File: src/rtl/light_sequencer.sv
// Traffic-light phase sequencer: prescales clk into countdown ticks and steps GREEN/YELLOW/RED
// on the counter's last flag. Define LIGHT_NIGHT_FLASH_EN to enable the night flashing-yellow mode.
module light_sequencer #(
    parameter int pTICK_DIV   = 100,
    parameter int pDIV_WIDTH  = $clog2(pTICK_DIV),
    parameter int pINIT_WIDTH = 3
) (
    input  logic                   clk,
    input  logic                   rst_n,
    input  logic                   run,
    input  logic                   last,
    input  logic                   night,
    output logic                   cnt_en_o,
    output logic [pINIT_WIDTH-1:0] init_o,
    output logic [2:0]             lamp_o,
    output logic [1:0]             phase_o
);

    typedef enum logic [1:0] {
        GREEN  = 2'd0,
        YELLOW = 2'd1,
        RED    = 2'd2,
        FLASH  = 2'd3
    } state_t;

    localparam logic [pDIV_WIDTH-1:0] DIV_LAST = pDIV_WIDTH'(pTICK_DIV - 1);

    state_t                state;
    state_t                nxt;
    logic                  load;
    logic                  tick;
    logic [pDIV_WIDTH-1:0] div_cnt;

    function automatic state_t succ(input state_t s);
        case (s)
            GREEN:   succ = YELLOW;
            YELLOW:  succ = RED;
            default: succ = GREEN;
        endcase
    endfunction

    function automatic logic [2:0] lamp_of(input state_t s);
        case (s)
            GREEN:   lamp_of = 3'b001;
            YELLOW:  lamp_of = 3'b010;
            RED:     lamp_of = 3'b100;
            default: lamp_of = 3'b010;
        endcase
    endfunction

    function automatic logic [pINIT_WIDTH-1:0] onehot(input state_t s);
        onehot = '0;
        case (s)
            GREEN:   onehot[0] = 1'b1;
            YELLOW:  onehot[1] = 1'b1;
            RED:     onehot[2] = 1'b1;
            default: onehot = '0;
        endcase
    endfunction

    assign tick = run && (div_cnt == DIV_LAST);

`ifdef LIGHT_NIGHT_FLASH_EN
    // The counter must stay frozen while flashing; the internal tick still paces the blink.
    assign cnt_en_o = tick && (state != FLASH);
`else
    logic unused_night;
    assign unused_night = night;
    assign cnt_en_o     = tick;
`endif

    always_ff @(posedge clk or negedge rst_n) begin
        if (!rst_n) begin
            div_cnt <= '0;
        end else if (run) begin
            div_cnt <= (div_cnt == DIV_LAST) ? '0 : div_cnt + 1'b1;
        end
    end

    // Next state is only taken on a tick; load marks transitions that reload the counter.
    always_comb begin
        nxt  = state;
        load = 1'b0;
`ifdef LIGHT_NIGHT_FLASH_EN
        if (state == FLASH) begin
            if (!night) begin
                nxt  = RED;
                load = 1'b1;
            end
        end else if (night) begin
            nxt = FLASH;
        end else if (last) begin
            nxt  = succ(state);
            load = 1'b1;
        end
`else
        if (last) begin
            nxt  = succ(state);
            load = 1'b1;
        end
`endif
    end

    always_ff @(posedge clk or negedge rst_n) begin
        if (!rst_n) begin
            state   <= YELLOW;
            init_o  <= '0;
            lamp_o  <= 3'b010;
            phase_o <= 2'd1;
        end else begin
            init_o <= (tick && load) ? onehot(nxt) : '0;
            if (tick) begin
                state   <= nxt;
                phase_o <= nxt;
                if (nxt == FLASH) begin
                    lamp_o <= (state == FLASH) ? (lamp_o ^ 3'b010) : 3'b010;
                end else begin
                    lamp_o <= lamp_of(nxt);
                end
            end
        end
    end

endmodule
File: config.mk
export PLATFORM = sky130hd
export DESIGN_NAME = light_sequencer
export DESIGN_NICKNAME = d
export VERILOG_FILES = /design/src/rtl/light_sequencer.sv
export SDC_FILE = /design/constraint.sdc
export NUM_CORES = 1
export LEC_CHECK = 0
export CORE_UTILIZATION = 40
export CTS_BUF_LIST = sky130_fd_sc_hd__clkbuf_8
export DETAILED_ROUTE_END_ITERATION = 7
export PLACE_DENSITY = 0.62
export RECOVER_POWER = 50
export SKIP_CTS_REPAIR_TIMING = 1
export SYNTH_ARGS = -nofsm -noshare
export SYNTH_HDL_FRONTEND = slang
export SYNTH_SLANG_ARGS = --single-unit
File: constraint.sdc
create_clock -name clk -period 1.9 [get_ports clk]
set_input_delay 0.19 -clock clk [delete_from_list [all_inputs] [get_ports clk]]
set_output_delay 0.19 -clock clk [all_outputs]
set_load 0.005 [all_outputs]
==> results.md <==
* Status: completed
* Cells after synthesis at a little under 70
* Leakage at 0.399 nW
* Most common cell after layout, fill and taps aside: dfrtp_1
* TritonCTS buffer count at 3
* IO Port Bufs at 12
* CTS tree: done
* Grt ovf at 0
* # IOs at 14
* Layout area overhead at 27.8%
* Flop2flop setup slack at between 0.4 and 0.5 ns
* Critical Path RT at about 1.7 ns
* Clock sinks at 15
* DRT iter0 DRCs at 16
* Share of the yosys chip area belonging to registers at 47.9%
* Final design utilization at 56.5%
* Total Wirelength at around 1400 um
* Clock power share at around a quarter
* Slew Limit Headroom at a little over half
* Final Critical Period at around 1.8 ns
* Routed via count at between 500 and 600
* Worst Setup Slack post-DPL at between 0.15 and 0.2 ns
* CP arrival at approximately 1.7 ns
* Post-synth EDFFs at 0
* Die Ht at 46.4 um
* IR drop worst, VDD at around 650 uV
* Fin. Hold Viols at 0
* CTS Root Cell: clkbuf_8
* Number of synthesis warnings at 0
* Fin worst setup slack at ~0.054 ns
* Psw at 0.360 mW
* Max-slew violation count at 0
* Critical Path Start Type: flop
* Die width at approximately 46 um
* Share of cells above drive strength 1 at 25.0%
* Synth Net Count at 75
* Synth Cell Area at 788 um2
* Distinct cells, synth at 34
* Hold WC Path Type: in -> async
* Maxcap violations at 0
* Total power at 1.07 mW
* # diodes at 0
* Initial Util at ~44%
* Core Area at roughly 1800 um2
* FF-to-FF Start: div_cnt[0]$_DFFE_PN0P_
* Per-instance average area after synthesis at about 11 um2
* Final Non-Filler Cells at ~110
* R2R cell count at 4
* Final nets at 95
* DRT Pass-1 Iters at 6
* H-Tree Depth at 1
* RSZ-0062 raised after global routing: no
* Critical path class: reg -> out
* Routed len/inst at between 10 and 15 um
* Post-route DRC violation count at 0
* Final period util at 97.1%
* Seq cells post-synth at 15
* Final HPWL DP at between 1000 and 1500 um
* Initial antenna violation count at 0
* First-pass GRT wire length at between 2000 and 2500 um
* Placed Instances at approximately 110
* Row cnt at 15
* PwrDens at 1060 nW/um2
* Internal power at between 0.7 and 0.8 mW
* Worst setup EP type: primary output
* Clock Tree Buf Depth at 2
* Clk_lat worst skew at between 0.2 and 0.3 ns
* Final setup vio count at 0
* RD Place Congestion at between 0.7 and 0.8
* Sequential fraction of design power at a little over two fifths
* Largest net degree at the start of global routing at 16
* Fmax at ~0.54 GHz
* Worst r2r dst: state[0]$_DFFE_PN1P_
* Die area at roughly 2200 um2
* Async S/R FF share, synth at 100%
* All-Layer GR Usage at between 10% and 20%
* Net Sw Frac at approximately 34%
* Most frequent cells in the layout: 13 x dfrtp_1, 10 x clkdlybuf4s50_1, 6 x nor2_1, 6 x buf_4
* Min Hold Slack at 0.418 ns
* Post-route antenna net violation count at 0
* Reg clk slew, reported paths at roughly 0.060 ns
* Final setup skew at 0.00490 ns
* Crit Path Max Fanout at 2
* Vias in the first global route at 497
* Slew @ Worst Pin at about 0.67 ns
* Combinational power share at between 30% and 40%
* Ys flop type: dfrtp_1
* Vias per Instance at ~5.2
layer usage:
layer	track usage [%]	wire length, um	share of wire, %
met1	21.9	735	51
met2	20.0	622	43
met3	3.53	51	3.5
met4	10.6	27	1.9
met5	0	0	0
worst max-delay path, cell delays in order (launching register included):
cell and delay (ns):
dfrtp_1 0.37, or3_4 0.40, nor2_2 0.12, clkdlybuf4s50_1 0.51
area by class of cell:
| cell class | instances | area [um2] |
|---|---|---|
| Clock buffer | 3 | 41.3 |
| Multi-Input combinational cell | 48 | 377 |
| Sequential cell | 15 | 378 |
| Tap cell | 25 | 31.3 |
| Fill cell | 158 | 776 |
| Inverter | 2 | 7.51 |
| Clock inverter | 1 | 3.75 |
| Timing Repair Buffer | 19 | 169 |
sequential cells by signal (all words and copies together), names as in the netlist:
| name | flops |
|---|---|
| div_cnt | 7 |
| init_o | 3 |
| lamp_o | 3 |
| state | 2 |
synthesized netlist by cell type, drive strengths merged (2+ instances only):
cell | count | area [um2]
mux2 | 2 | 26.3
xnor2 | 3 | 26.3
nand4 | 4 | 25.0
o21ai | 2 | 10.0
buf | 4 | 41.3
a21oi | 3 | 15.0
dfrtp | 13 | 325
nor3 | 4 | 20.0
or3 | 2 | 17.5
nand2 | 4 | 17.5
and4 | 2 | 20.0
dfstp | 2 | 52.6
nor2 | 7 | 26.3
inv | 2 | 7.51
metrics by stage:
step	setup TNS [ns]	cell area (um2)
after global placement	0	943
after CTS	-0.0416	988
after global routing	0	1010
final	0	1010
after detailed placement	0	943
after floorplan	0	788
worst max path at each step:
stage,start,endpoint,slack [ns],depth (start not counted)
floorplan,div_cnt[0]$_DFFE_PN0P_,lamp_o[2]$_DFFE_PN0P_,0.49,5
global placement,run,cnt_en_o,0.16,4
detailed placement,run,cnt_en_o,0.16,4
CTS,div_cnt[2]$_DFFE_PN0P_,cnt_en_o,-0.04,3
global route,div_cnt[0]$_DFFE_PN0P_,cnt_en_o,0.008,4
finish,div_cnt[4]$_DFFE_PN0P_,cnt_en_o,0.05,3
power by group through the flow:
stage	Sequential, mW	Clock (mW)	Combinational (mW)
floorplan	0.444	0	0.257
global placement	0.438	0	0.337
detailed placement	0.440	0	0.338
CTS	0.434	0.261	0.342
global route	0.453	0.277	0.414
finish	0.446	0.250	0.370
cells by family (layout without fill, tap and decap cells):
kind of cell | Yosys count | count (layout) | share of synthesized area (%)
DFF | 15 | 15 | 47.9
and+or+nand+nor | 29 | 29 | 24.1
buffers and inverters | 6 | 25 | 6.19
adders and majority gates | 1 | 1 | 1.59
muxes | 2 | 2 | 3.33
xor gates and xnor gates | 4 | 4 | 4.45
AOI/OAI and AO/OA | 12 | 12 | 12.4
No activity file was read; power rests on OpenSTA's default activity.
